**config.mk**
```make
export PLATFORM = sky130hd
export DESIGN_NAME = switch_nport_flat
export DESIGN_NICKNAME = d
export VERILOG_FILES = /design/src/rtl/switch_nport_if.sv /design/src/rtl/switch_nport.sv /design/src/flat_wrapper.sv
export SDC_FILE = /design/constraint.sdc
export NUM_CORES = 1
export LEC_CHECK = 0
export CORE_UTILIZATION = 34
export DETAILED_ROUTE_END_ITERATION = 10
export PLACE_DENSITY_LB_ADDON = 0.25
export SYNTH_ARGS = -nofsm -noshare
export SYNTH_HDL_FRONTEND = slang
export SYNTH_SLANG_ARGS = --single-unit
```
**constraint.sdc**
```tcl
create_clock -name clk -period 6.61 [get_ports clk]
set_clock_uncertainty 0.1 [all_clocks]
set_input_delay 1.983 -clock clk [delete_from_list [all_inputs] [get_ports clk]]
set_output_delay 1.983 -clock clk [all_outputs]
set_load 0.01 [all_outputs]
```
**src/rtl/switch_nport_if.sv**
```systemverilog
// Handshake bundle for switch_nport. Port i occupies slice i of every
// flattened vector.
interface switch_nport_if #(
  parameter int unsigned N_PORTS = 4,
  parameter int unsigned DATA_W  = 8
);
  logic [N_PORTS-1:0]        in_valid;
  logic [N_PORTS-1:0]        in_ready;
  logic [N_PORTS-1:0]        in_sop;
  logic [N_PORTS-1:0]        in_eop;
  logic [N_PORTS*DATA_W-1:0] in_data;
  logic [N_PORTS-1:0]        out_valid;
  logic [N_PORTS-1:0]        out_ready;
  logic [N_PORTS-1:0]        out_sop;
  logic [N_PORTS-1:0]        out_eop;
  logic [N_PORTS*DATA_W-1:0] out_data;
  logic [15:0]               drop_count;

  modport master (
    output in_valid, in_sop, in_eop, in_data, out_ready,
    input  in_ready, out_valid, out_sop, out_eop, out_data, drop_count
  );

  modport slave (
    input  in_valid, in_sop, in_eop, in_data, out_ready,
    output in_ready, out_valid, out_sop, out_eop, out_data, drop_count
  );
endinterface

```
**src/rtl/switch_nport.sv**
```systemverilog
// N-port packet switch: a private FIFO per ingress, and a round-robin
// arbiter per egress that locks onto one ingress for a whole packet.
module switch_nport #(
  parameter int unsigned N_PORTS = 4,
  parameter int unsigned DATA_W  = 8,
  parameter int unsigned DEPTH   = 16,
  parameter int unsigned PORT_W  = (N_PORTS > 2) ? $clog2(N_PORTS) : 1
) (
  input  logic          clk,
  input  logic          rst_n,
  switch_nport_if.slave bus
);
  localparam int unsigned AW = (DEPTH > 2) ? $clog2(DEPTH) : 1;
  localparam int unsigned CW = AW + 1;
  localparam int unsigned EW = DATA_W + 2;

  typedef enum logic [1:0] {IN_IDLE = 2'd0, IN_ROUTED = 2'd1, IN_DROP = 2'd2} in_state_e;
  typedef enum logic {EG_IDLE = 1'b0, EG_BUSY = 1'b1} eg_state_e;

  logic [AW-1:0]     r_wptr     [N_PORTS];
  logic [AW-1:0]     r_rptr     [N_PORTS];
  logic [CW-1:0]     r_count    [N_PORTS];
  in_state_e         r_in_state [N_PORTS];
  eg_state_e         r_eg_state [N_PORTS];
  logic [PORT_W-1:0] r_eg_sel   [N_PORTS];
  logic [PORT_W-1:0] r_rr_ptr   [N_PORTS];
  logic [15:0]       r_drop_count;

  logic [N_PORTS-1:0]        w_empty, w_in_ready, w_wr, w_pop, w_req, w_bad_dest;
  logic [N_PORTS-1:0]        w_granted, w_gnt_vld, w_eg_pop;
  logic [N_PORTS-1:0]        w_head_sop, w_head_eop;
  logic [DATA_W-1:0]         w_head_data [N_PORTS];
  logic [PORT_W-1:0]         w_dest      [N_PORTS];
  logic [PORT_W-1:0]         w_gnt_idx   [N_PORTS];
  logic [N_PORTS-1:0]        w_out_valid, w_out_sop, w_out_eop;
  logic [N_PORTS*DATA_W-1:0] w_out_data;
  logic [4:0]                w_drop_inc;
  logic [16:0]               w_drop_sum;

  for (genvar gi = 0; gi < N_PORTS; gi++) begin : g_in
    logic [EW-1:0] r_mem [DEPTH];
    logic [EW-1:0] w_head;

    assign w_head          = r_mem[r_rptr[gi]];
    assign w_head_sop[gi]  = w_head[EW-1];
    assign w_head_eop[gi]  = w_head[EW-2];
    assign w_head_data[gi] = w_head[DATA_W-1:0];
    assign w_dest[gi]      = w_head[PORT_W-1:0];
    assign w_empty[gi]     = (r_count[gi] == '0);
    assign w_in_ready[gi]  = (r_count[gi] != CW'(DEPTH));
    assign w_wr[gi]        = bus.in_valid[gi] && w_in_ready[gi];
    assign w_bad_dest[gi]  = (32'(w_dest[gi]) >= N_PORTS);
    // Only an idle ingress requests, so each ingress holds at most one grant.
    assign w_req[gi]       = (r_in_state[gi] == IN_IDLE) && !w_empty[gi] && !w_bad_dest[gi];

    always_ff @(posedge clk) begin
      if (w_wr[gi]) begin
        r_mem[r_wptr[gi]] <= {bus.in_sop[gi], bus.in_eop[gi], bus.in_data[gi*DATA_W +: DATA_W]};
      end
    end
  end

  always_comb begin
    int unsigned idx;
    idx       = 0;
    w_gnt_vld = '0;
    w_granted = '0;
    for (int unsigned j = 0; j < N_PORTS; j++) begin
      w_gnt_idx[j] = '0;
      for (int unsigned k = 1; k <= N_PORTS; k++) begin
        idx = 32'(r_rr_ptr[j]) + k;
        if (idx >= N_PORTS) idx = idx - N_PORTS;
        if (!w_gnt_vld[j] && (r_eg_state[j] == EG_IDLE) && w_req[idx] &&
            (32'(w_dest[idx]) == j)) begin
          w_gnt_vld[j] = 1'b1;
          w_gnt_idx[j] = PORT_W'(idx);
        end
      end
      for (int unsigned i = 0; i < N_PORTS; i++) begin
        if (w_gnt_vld[j] && (32'(w_gnt_idx[j]) == i)) w_granted[i] = 1'b1;
      end
    end
  end

  always_comb begin
    w_out_valid = '0;
    w_out_sop   = '0;
    w_out_eop   = '0;
    w_out_data  = '0;
    w_eg_pop    = '0;
    for (int unsigned j = 0; j < N_PORTS; j++) begin
      if (r_eg_state[j] == EG_BUSY) begin
        w_out_valid[j]                 = !w_empty[r_eg_sel[j]];
        w_out_sop[j]                   = w_head_sop[r_eg_sel[j]];
        w_out_eop[j]                   = w_head_eop[r_eg_sel[j]];
        w_out_data[j*DATA_W +: DATA_W] = w_head_data[r_eg_sel[j]];
      end
      w_eg_pop[j] = w_out_valid[j] && bus.out_ready[j];
    end
  end

  always_comb begin
    w_pop      = '0;
    w_drop_inc = '0;
    for (int unsigned i = 0; i < N_PORTS; i++) begin
      if ((r_in_state[i] == IN_DROP) && !w_empty[i]) begin
        w_pop[i] = 1'b1;
        if (w_head_eop[i]) w_drop_inc = w_drop_inc + 5'd1;
      end
      for (int unsigned j = 0; j < N_PORTS; j++) begin
        if (w_eg_pop[j] && (32'(r_eg_sel[j]) == i)) w_pop[i] = 1'b1;
      end
    end
    w_drop_sum = {1'b0, r_drop_count} + 17'(w_drop_inc);
  end

  always_ff @(posedge clk or negedge rst_n) begin
    if (!rst_n) begin
      for (int unsigned i = 0; i < N_PORTS; i++) begin
        r_wptr[i]     <= '0;
        r_rptr[i]     <= '0;
        r_count[i]    <= '0;
        r_in_state[i] <= IN_IDLE;
      end
    end else begin
      for (int unsigned i = 0; i < N_PORTS; i++) begin
        if (w_wr[i])  r_wptr[i] <= r_wptr[i] + AW'(1);
        if (w_pop[i]) r_rptr[i] <= r_rptr[i] + AW'(1);
        r_count[i] <= r_count[i] + CW'(w_wr[i]) - CW'(w_pop[i]);
        case (r_in_state[i])
          IN_IDLE: begin
            if (w_granted[i])                     r_in_state[i] <= IN_ROUTED;
            else if (!w_empty[i] && w_bad_dest[i]) r_in_state[i] <= IN_DROP;
          end
          IN_ROUTED, IN_DROP: begin
            if (w_pop[i] && w_head_eop[i]) r_in_state[i] <= IN_IDLE;
          end
          default: r_in_state[i] <= IN_IDLE;
        endcase
      end
    end
  end

  // Reset pointer N_PORTS-1 makes port 0 the first winner on every egress.
  always_ff @(posedge clk or negedge rst_n) begin
    if (!rst_n) begin
      for (int unsigned j = 0; j < N_PORTS; j++) begin
        r_eg_state[j] <= EG_IDLE;
        r_eg_sel[j]   <= '0;
        r_rr_ptr[j]   <= PORT_W'(N_PORTS - 1);
      end
      r_drop_count <= '0;
    end else begin
      for (int unsigned j = 0; j < N_PORTS; j++) begin
        case (r_eg_state[j])
          EG_IDLE: begin
            if (w_gnt_vld[j]) begin
              r_eg_state[j] <= EG_BUSY;
              r_eg_sel[j]   <= w_gnt_idx[j];
              r_rr_ptr[j]   <= w_gnt_idx[j];
            end
          end
          EG_BUSY: begin
            if (w_eg_pop[j] && w_out_eop[j]) r_eg_state[j] <= EG_IDLE;
          end
          default: r_eg_state[j] <= EG_IDLE;
        endcase
      end
      r_drop_count <= w_drop_sum[16] ? '1 : w_drop_sum[15:0];
    end
  end

  assign bus.in_ready   = w_in_ready;
  assign bus.out_valid  = w_out_valid;
  assign bus.out_sop    = w_out_sop;
  assign bus.out_eop    = w_out_eop;
  assign bus.out_data   = w_out_data;
  assign bus.drop_count = r_drop_count;
endmodule

```
**src/flat_wrapper.sv**
```systemverilog
// flat-port wrapper written by rule: the top's interface ports become plain ports
module switch_nport_flat 
#(
  parameter int unsigned N_PORTS = 4,
  parameter int unsigned DATA_W  = 8,
  parameter int unsigned DEPTH   = 16,
  parameter int unsigned PORT_W  = (N_PORTS > 2) ? $clog2(N_PORTS) : 1
)
  (clk, rst_n, bus_in_valid, bus_in_sop, bus_in_eop, bus_in_data, bus_out_ready, bus_in_ready, bus_out_valid, bus_out_sop, bus_out_eop, bus_out_data, bus_drop_count);
  switch_nport_if #(.N_PORTS(N_PORTS), .DATA_W(DATA_W)) bus_i ();
  input  logic clk;
  input  logic rst_n;
  input wire logic [$bits(bus_i.in_valid)-1:0] bus_in_valid;
  input wire logic [$bits(bus_i.in_sop)-1:0] bus_in_sop;
  input wire logic [$bits(bus_i.in_eop)-1:0] bus_in_eop;
  input wire logic [$bits(bus_i.in_data)-1:0] bus_in_data;
  input wire logic [$bits(bus_i.out_ready)-1:0] bus_out_ready;
  output wire logic [$bits(bus_i.in_ready)-1:0] bus_in_ready;
  output wire logic [$bits(bus_i.out_valid)-1:0] bus_out_valid;
  output wire logic [$bits(bus_i.out_sop)-1:0] bus_out_sop;
  output wire logic [$bits(bus_i.out_eop)-1:0] bus_out_eop;
  output wire logic [$bits(bus_i.out_data)-1:0] bus_out_data;
  output wire logic [$bits(bus_i.drop_count)-1:0] bus_drop_count;
  assign bus_i.in_valid = bus_in_valid;
  assign bus_i.in_sop = bus_in_sop;
  assign bus_i.in_eop = bus_in_eop;
  assign bus_i.in_data = bus_in_data;
  assign bus_i.out_ready = bus_out_ready;
  assign bus_in_ready = bus_i.in_ready;
  assign bus_out_valid = bus_i.out_valid;
  assign bus_out_sop = bus_i.out_sop;
  assign bus_out_eop = bus_i.out_eop;
  assign bus_out_data = bus_i.out_data;
  assign bus_drop_count = bus_i.drop_count;
  switch_nport #(.N_PORTS(N_PORTS), .DATA_W(DATA_W), .DEPTH(DEPTH), .PORT_W(PORT_W)) u_core (.clk(clk), .rst_n(rst_n), .bus(bus_i));
endmodule
```
==> run metrics <==
outcome=complete, no violations; Cell Rows=111; total power=18.53 mW; # setup viols final=0; kind of start point of the critical path=flop; Pleak=12.76 nW; most frequent cells in the layout=640 x edfxtp_1, 152 x mux2i_1, 127 x mux4_2; most common cell after layout, fill and taps aside=edfxtp_1; Detail Placement HPWL=51.93 mm; antenna violations before repair=4; PostCTS Resize Cnt=0; diodes inserted=0; Final nets=2197; Max stage delay cell, worst path=dfrtp_4; CP Data Required Time=between 4 and 5 ns; Area Growth Syn to Fin=17.30%; synth unique cells=84; CP delay by family, top=multiplexers; highest clock rate=162.9 MHz; CP arrival=4.05 ns; ys async rst share=0.1061; Final GP Congestion=0.8903; fin crit period=6.137 ns; Synth Area in Compound Gates=0.06672; unrepaired setup endpoints after global routing=no; Tightest Pin Transition=1.273 ns; Maximum Capacitance Violations=0; final hold violation count=0; CTS HTree Levels=3; worst-path cell chain=buf_12 > mux2_2 > o21ai_0 > a21oi_1 > a22oi_1 > nand2_1 > mux4_2 > and2_1 > clkdlybuf4s50_1; met1 Use GR=0.2383; fin crit share=0.9285; Reg clk slew, reported paths=0.06 ns; Synth area leaders=edfxtp_1 61%, mux4_2 9.0%, dfrtp_1 5.4%, mux2i_1 4.8%, a221oi_1 1.7%; power per standard cell area=between 400 and 500 mW/mm^2; internal power=11.83 mW; die height=307.3 um; via count=between 15000 and 20000; post-synthesis area per instance=16.14 um^2; # fillers=between 8000 and 9000; violation count after the first detailed-route iteration=around 1500; r2r startpoint=u_core.r_eg_sel[5]$_DFFE_PN0P_; clk_lat worst skew=~0.62 ns; M2 GR Usage=0.2658; clock share of power=0.254; Bufs and invs on worst path=2; DR vias/cell=5.301; post-route ant nets=0; WL/cell=between 20 and 25 um; xor-xnor portion of the synthesized cell area=0.01105; Post-synth EDFFs=640; root buf cell=clkbuf_16; fraction of the mapped netlist area in simple logic gates=0.06016; count of clock tree sinks=716; Hold Crit Class=flop to flop; drt total wl=78.35 mm; worst setup path start=u_core.r_rptr[8]$_DFFE_PN0N_; peak supply drop=roughly 0.00023 V; CTS buffer count=78; multiplexer share of the synthesized area=0.1484; CP Capture Type=output port; CTS tree=done; GR peak layer=met2; FF+latch count, synth=716; CTS Buffer Depth=3; die width=307.3 um; Mapped Cells=1964; Yosys top cell area share=0.6064; sequential share of the synthesized area=0.6667; area of the core=0.09194 mm^2; Slew HR=0.1482; M3 GR Usage=0.02601; CP peak stage delay=0.78 ns; largest family of logic cells by synthesized area=multiplexers; setup TNS=0 ns; worst-path maximum fanout=32; Remaining DRCs=0; IO Count=approximately 110; Post-CTS Setup Inserts=0; die area=0.09444 mm^2; yosys warns=0; TritonRoute pass-1 iters=5; switch share=0.3614; vias in the first global route=18450; total congestion overflow=0; Synth Area in Adders=0.01990; Initial Utilization=0.3447; Main synth FF type=edfxtp_1; Crit Path Category=flop to output port; Net Switching=6.697 mW; # hold bufs at CTS=0; fraction of layout cells with a size suffix above 1=0.1789; first-pass GRT wire length=118.2 mm; pin count of the biggest net entering global routing=between 40 and 50; hold path start=u_core.r_rr_ptr[6]$_DFFE_PN1P_; final instance area=0.03718 mm^2; GRT Overall Usage=0.1668; Port Buffers=97; synthesized area=about 0.032 mm^2; Seq pwr share=0.345; Post-Place Cell Area=0.03437 mm^2; Yosys top cell by area=edfxtp_1; Logic pwr share=0.401; max-slew violations=0
power by group through the flow:
stage	clock, mW	combinational, mW	sequential (mW)
5_1_grt	4.96	8.05	6.50
2_1_floorplan	0	5.23	5.90
3_3_place_gp	0	7.31	6.46
6_report	4.70	7.43	6.40
4_1_cts	4.78	7.48	6.41
3_5_place_dp	0	7.46	6.50
cell usage after synthesis (13+ instances only):
cell        n
edfxtp_1  640
mux2i_1   152
mux4_2    127
nand2_1   102
and2_1     77
inv_1      75
nor2_1     70
dfrtp_1    68
o21ai_0    64
a221oi_1   63
clkbuf_1   57
ha_1       44
a22oi_1    38
xnor2_1    34
a21oi_1    26
nand3_1    23
buf_1      22
buf_4      21
nor4_1     18
mux2_2     16
nor3_1     15
nor2b_1    13
worst reg2reg max path: cells and delay by family, from the launching register on:
family	cells	cell delay, ns
simple gates	5	1.22
mux	1	0.61
compound gates	3	0.35
xor+xnor	1	0.12
flops	1	0.37
fa+ha+maj	3	0.83
buf+inv	5	1.09
final timing paths:
check	endpoint	slack [ns]	depth (start not counted)
max	bus_out_eop[1]	0.47	9
min	u_core.r_rr_ptr[6]$_DFFE_PN1P_	0.42	2
max reg2reg	u_core.r_count[4]$_DFF_PN0_	1.80	18
min reg2reg	u_core.r_rr_ptr[6]$_DFFE_PN1P_	0.42	2
max in group asynchronous	u_core.r_rr_ptr[5]$_DFFE_PN1P_	4.12	2
min in group asynchronous	u_core.r_count[14]$_DFF_PN0_	1.33	1
cell type report:
cell class                      count  area (um^2)  share of cell area
Multi-Input combinational cell   1065         9930              0.2671
Tap cell                         1243         1555             0.04183
Clock inverter                     53        701.9             0.01888
Inverter                           83        311.5            0.008380
Clock buffer                       91         2105             0.05661
Timing Repair Buffer              155         1429             0.03843
Sequential cell                   716        21150              0.5688
metrics by stage:
| step | hold slack [ns] | util | instances | setup slack (ns) |
|---|---|---|---|---|
| finish | 0.4167 | 0.4044 | 3406 | 0.4729 |
| global route | 0.4544 | 0.4044 | 3406 | 0.2632 |
| CTS | 0.4151 | 0.4044 | 3406 | 0.3866 |
| detailed placement | 0.4053 | 0.3738 | 3262 | 0.9609 |
| global placement | 0.3925 | 0.3738 | 3262 | 1.022 |
| floorplan | 0.3757 | - | 1979 | 1.643 |
sequential cells by signal, summed over array words and instances, names as in the netlist:
name	flops
u_core.g_in.r_mem	640
u_core.r_count	20
u_core.r_rptr	16
u_core.r_wptr	16
u_core.r_eg_sel	8
u_core.r_rr_ptr	8
u_core.r_eg_state	4
u_core.r_in_state	4
cell families after synthesis:
group | count (synthesis)
AO/OA/AOI/OAI | 288
XOR/XNOR | 40
adder cells (fa/ha/maj) | 48
buffers and inverters | 198
flip-flops | 716
multiplexers | 301
other | 1
AND/OR/NAND/NOR | 372
per-layer routing:
metal | routed length (um) | vias up
met4 | 1333 | 2
li1 | - | 8039
met2 | 36930 | 570
met3 | 4556 | 107
met5 | 9 | -
met1 | 35520 | 9336
(Power assumes the default switching activity.)
==> edit 1: new RTL, same flow settings <==
`DEPTH` is set to 16 in 2 places; all go to 8.
--- a/src/rtl/switch_nport.sv
+++ b/src/rtl/switch_nport.sv
@@ -5,3 +5,3 @@
   parameter int unsigned DATA_W  = 8,
-  parameter int unsigned DEPTH   = 16,
+  parameter int unsigned DEPTH   = 8,
   parameter int unsigned PORT_W  = (N_PORTS > 2) ? $clog2(N_PORTS) : 1
--- a/src/flat_wrapper.sv
+++ b/src/flat_wrapper.sv
@@ -5,3 +5,3 @@
   parameter int unsigned DATA_W  = 8,
-  parameter int unsigned DEPTH   = 16,
+  parameter int unsigned DEPTH   = 8,
   parameter int unsigned PORT_W  = (N_PORTS > 2) ? $clog2(N_PORTS) : 1
Function: same outputs for any inputs over 4 cycles, from zero or initial values and one cycle with rst_n low; that may be too few to reach the edited logic, so the function may still have changed.
==> edit 1 against the original RTL <==
The run now ends with design-rule violations left. Critical endpoint is now bus_out_data[21]. Power is 38% lower. Worst setup slack better by 0.26 ns. Synthesized area is 42% lower. Routed wire length is 40% lower. Cell count is 42% lower. Die area is 42% lower. Final area is 42% lower. Sequential cell count is 332 lower. First-iteration DRC count is 37% lower.
==> edit 1: results (changes against the original RTL) <==
- The HPWL after detailed placement came to 32300 um (-38%).
- The layout net count was 1349 (-39%).
- The leakage power summed over all cells came to 0.00747 uW (-41%).
- The worst hold slack is 0.411 ns (-0.00579 ns).
- In this run the worst setup path begins at u_core.r_rptr[6]$_DFFE_PN0N_.
- The proportion of layout cells with a drive suffix above 1 is 20.8% (+2.9 points).
- The maximum vdd ir drop came to 0.271 mV (+19%).
- The fill cell instance count of the final layout was 4789 (-42%).
- The deepest level of the CTS H-tree is 2 (-1).
- The overall fraction of global-route tracks in use is 17.6% (+0.93 points).
- The slowest stage of the critical path is the dfrtp_1 cell.
- The final reports fail on design-rule violations.
- The worst stage delay on the critical path is 0.93 ns (+0.15 ns).
- The post-detailed-route DRC marker count came to 12 (+12).
- The TritonCTS buffer count is 42 (-46%).
- The number of synthesized flops with an enable pin is 320 (-50%).
- The synthesized instance count is 1144 (-42%).
- The global placer's final weighted congestion was 0.898 (+0.86%).
- The share of synthesized area occupied by flip-flops and latches is 61.3% (-5.3 points).
- The share of synthesized registers carrying an async set or reset is 16.7% (+6.1 points).
- The via count normalized by instance count is 5.39 (+1.7%).
- The highest clock frequency the design can meet came to 170 MHz (+4.5%).
- The insertion delay of the later-clocked pin in the worst-skew pair is 0.57 ns (-0.05 ns).
- The initial detailed-routing violation count is 964 (-37%).
- The data arrival time of the worst path was 3.79 ns (-0.26 ns).
- The flow ran to the end, but the final reports show violations.
- The via count of the first global-routing pass was 10.9k (-41%).
- The transition time at the pin with the least slew margin came to 1.18 ns (-0.0947 ns).
- The placed instance count is 1907 (-42%).
- The worst hold path begins at u_core.r_wptr[3]$_DFFE_PN0P_.
- The sink of the worst hold path is u_core.r_wptr[3]$_DFFE_PN0P_.
- In this run the critical register-to-register path is captured at u_core.r_count[10]$_DFF_PN0_.
- The worst setup slack before clock tree synthesis is 1.27 ns (+0.306 ns).
- The cell area after placement is 0.0201 mm2 (-42%).
- The part of the power in the clock network was 20.7% (-4.7 points).
- The sequential power is 3840 uW (-40%).
- Sorting the synthesized cells by area gives the leading types as edfxtp_1, mux4_2, dfrtp_1.
- The switching portion of total power is 38.5% (+2.3 points).
- The maximum fanout encountered on the critical timing path was 15 (-53%).
## edit 1: cell types whose count changed after synthesis, moves of 13 or more
| cell | delta |
|---|---|
| edfxtp_1 | -320 |
| mux2i_1 | -113 |
| and2_1 | -71 |
| a221oi_1 | -60 |
| o21ai_0 | -53 |
| nand2_1 | -44 |
| a22oi_1 | -38 |
| inv_1 | -28 |
| clkbuf_1 | -25 |
| nor3_1 | +18 |
| xnor2_1 | -17 |
| nor4_1 | -14 |
| nand2b_1 | +13 |
## edit 1: routing by layer
metal	routed length (um)	part of all wire [%]	GRT usage [%]
met5	13	0.028	0
met1	20600	44	23.8
met4	1500	3.2	6.29
met2	22200	47	28.0
met3	2760	5.9	3.70
## edit 1: worst max-delay path, delay by kind of cell, from the launching register on
family / cells / cell delay [ns]
muxes: 3 / 1.38
DFF: 1 / 0.93
buffers and inverters: 2 / 0.85
and+or+nand+nor: 1 / 0.05
## edit 1: cell families (layout without fill, tap and decap cells)
kind of cell	Yosys count	in the layout	share of synthesized area, %
AOI/OAI and AO/OA	112	112	4.88
xor gates and xnor gates	27	27	1.29
adders and majority gates	36	36	2.63
buffers and inverters	120	257	3.04
DFF	384	384	61.3
muxes	186	186	19.3
other	1	17	0.0205
and+or+nand+nor	278	278	7.53
## edit 1: final cells by class
class | count | area [um2] | share of cell area, %
diodes | 1 | 2.50 | 0.0117
clock buffers | 51 | 1130 | 5.25
clock inverters | 26 | 260 | 1.21
inverters | 48 | 180 | 0.840
multi-input cells | 655 | 6580 | 30.6
flip-flops and latches | 384 | 11200 | 52.3
well taps | 688 | 861 | 4.01
repair buffers | 132 | 1230 | 5.74
==> edit 2: new RTL, same settings <==
Made on the original files. Make the reset (`rst_n`) synchronous in 2 clocked blocks.
--- a/src/rtl/switch_nport.sv
+++ b/src/rtl/switch_nport.sv
@@ -116,3 +116,3 @@
 
-  always_ff @(posedge clk or negedge rst_n) begin
+  always_ff @(posedge clk) begin
     if (!rst_n) begin
@@ -144,3 +144,3 @@
   // Reset pointer N_PORTS-1 makes port 0 the first winner on every egress.
-  always_ff @(posedge clk or negedge rst_n) begin
+  always_ff @(posedge clk) begin
     if (!rst_n) begin
Function: changed (Yosys sat finds a counterexample within 4 cycles, from zero or initial values and one cycle with rst_n low; the reset may be asserted at any time).
==> edit 2 against the original RTL <==
Synthesized area down 0.89%. Register-to-register slack got worse by 0.44 ns. Final area is 0.89% lower. Routed wire length increased by 4.5%. Sequential power is 10% lower. Sequential cell count is the same. Largest cell class unchanged. Worst setup slack got worse by 0.051 ns. Power fell by 21%. Critical endpoint is now bus_out_data[29].
==> edit 2: results (changes against the original RTL) <==
- The run finished with clean final reports.
- The wire length of the first global-routing pass is 119000 um (+0.82%).
- The transition time at the pin with the least slew margin is 1.23 ns (-0.0390 ns).
- The number of distinct standard cells referenced by the synthesized netlist came to 79 (-6.0%).
- The count of warnings emitted by yosys is 0 (unchanged).
- The deepest level of the CTS H-tree came to 3 (unchanged).
- The overall fraction of global-route tracks in use is 17.6% (+0.87 points).
- The cell area after placement is 0.0343 mm2 (-0.23%).
- The total of buffers placed on input and output ports is 97 (unchanged).
- By count the netlist is led by edfxtp_1, mux4_2, nor2_1.
- Yosys instantiated no cell more often than edfxtp_1.
- The layout net count came to 2051 (-6.6%).
- The number of instances resized during post-cts repair is 0 (unchanged).
- The wire length per cell after detailed routing was 25.6 um (+11%).
- The cell internal power dissipation is 9890 uW (-16%).
- The buffer cell driving the clock tree root is clkbuf_16.
- The via count normalized by instance count is 5.40 (+1.8%).
- The maximum vdd ir drop was 0.203 mV (-11%).
- The initial antenna violation count is 5 (+1).
- The number of cells on the worst reg-to-reg path was 18 (unchanged).
- The number of iterations in the first detailed-routing pass came to 5 (unchanged).
- The TritonCTS buffer count came to 79 (+1.3%).
- The number of flip-flops in the largest register is 640 (unchanged).
- The insertion delay of the later-clocked pin in the worst-skew pair is 0.64 ns (+0.02 ns).
- The number of setup buffers added after CTS is 0 (unchanged).
- The proportion of layout cells with a drive suffix above 1 is 23.5% (+5.6 points).
- The share of synthesized registers carrying an async set or reset is 0% (-11 points).
- The via count of the first global-routing pass is 17.8k (-3.4%).
- The CTS clock-pin slew for the worst setup and hold paths is 0.06 ns (about the same).
- The global placer's final weighted congestion was 0.858 (-3.7%).
- The pin count of the biggest net entering global routing is 47 (-4.1%).
- The number of synthesized flops with an enable pin is 690 (+7.8%).
- The data arrival time of the worst path is 4.10 ns (+0.05 ns).
- The initial detailed-routing violation count came to 1749 (+14%).
- The leakage power summed over all cells is 0.0119 uW (-6.5%).
- The HPWL after detailed placement came to 54100 um (+4.1%).
- The kind of path behind the tightest hold check is flip-flop to flip-flop.
- The worst hold path stage count was 3 (+1).
- The share of synthesized area occupied by flip-flops and latches was 67.6% (+0.95 points).
- The number of buffers on the longest clock path is 3 (unchanged).
- Ranked by total cell area, the synthesized netlist is headed by edfxtp_1, mux4_2, ha_1.
- The maximum fanout encountered on the critical timing path came to 20 (-38%).
[edit 2: changes by cell type in the layout (fill, tap and decap cells not counted), sizes merged, moves of 16 or more]
cell	change
a221oi	-60
o21ai	-44
nand2	-22
edfxtp	+50
nor2	+37
dfrtp	-68
xnor2	-20
and2	-27
dfxtp	+26
buf	+24
nor3	+16
a22oi	-38
mux2i	-130
mux4	+93
[edit 2: area by class of cell]
cell class / instances / area [um2]
Fill cell: 8152 / 54700
Timing Repair Buffer: 179 / 1630
Sequential cell: 716 / 21200
Clock buffer: 95 / 2060
Inverter: 80 / 302
Clock inverter: 47 / 489
Tap cell: 1186 / 1480
Antenna cell: 3 / 7.51
Multi-Input combinational cell: 897 / 9630
[edit 2: worst paths after layout]
kind         slack, ns                           startpoint                              end
min               0.49      u_core.r_count[0][3]$_SDFF_PN0_  u_core.r_count[0][4]$_SDFF_PN0_
max               0.42    u_core.r_rptr[1][1]$_SDFFCE_PN0P_                 bus_out_data[29]
max reg2reg       1.36  u_core.r_eg_sel[3][1]$_SDFFCE_PN0P_  u_core.r_count[1][4]$_SDFF_PN0_
min reg2reg       0.49      u_core.r_count[0][3]$_SDFF_PN0_  u_core.r_count[0][4]$_SDFF_PN0_
[edit 2: logic make-up (layout without fill, tap and decap cells)]
family	after synthesis	count (layout)	share of synthesized area (%)
flip-flops	716	716	67.6
other	1	19	0.0119
XOR/XNOR	28	28	0.781
multiplexers	250	250	16.9
buffers and inverters	183	401	2.53
adder cells (fa/ha/maj)	48	48	2.01
AO/OA/AOI/OAI	148	148	3.48
AND/OR/NAND/NOR	407	407	6.68
[edit 2: power groups by stage]
stage / combinational (uW) / sequential (uW) / clock, uW
2_1_floorplan: 3070 / 5560 / 0
6_report: 4550 / 5740 / 4320
5_1_grt: 4900 / 5780 / 4570
3_5_place_dp: 4540 / 5830 / 0
3_3_place_gp: 4480 / 5810 / 0
4_1_cts: 4560 / 5730 / 4420
[edit 2: critical path, stage by stage, from the launching register on]
cell	delay (ns)
edfxtp_1	0.96
buf_4	0.42
mux4_2	0.36
mux4_2	0.56
mux4_2	0.51
and2_1	0.18
clkdlybuf4s50_1	0.48
[edit 2: routing by layer]
layer  up-vias  track usage [%]  routed length [um]
met2       635             28.1               38900
met5         -                0                   0
li1       7477                -                   -
met4         0             5.57                1990
met1      9051             23.6               34400
met3       126             4.22                6530
[edit 2: per-stage QoR]
stage / hold slack [ns] / power [uW] / std cells / worst slack [ns]
finish: 0.490 / 14600 / 3203 / 0.422
global route: 0.526 / 15300 / 3200 / 0.254
CTS: 0.496 / 14700 / 3200 / 0.354
detailed placement: 0.495 / 10400 / 3058 / 1.00
global placement: 0.462 / 10300 / 3058 / 1.04
floorplan: 0.449 / 8630 / 1796 / 1.35
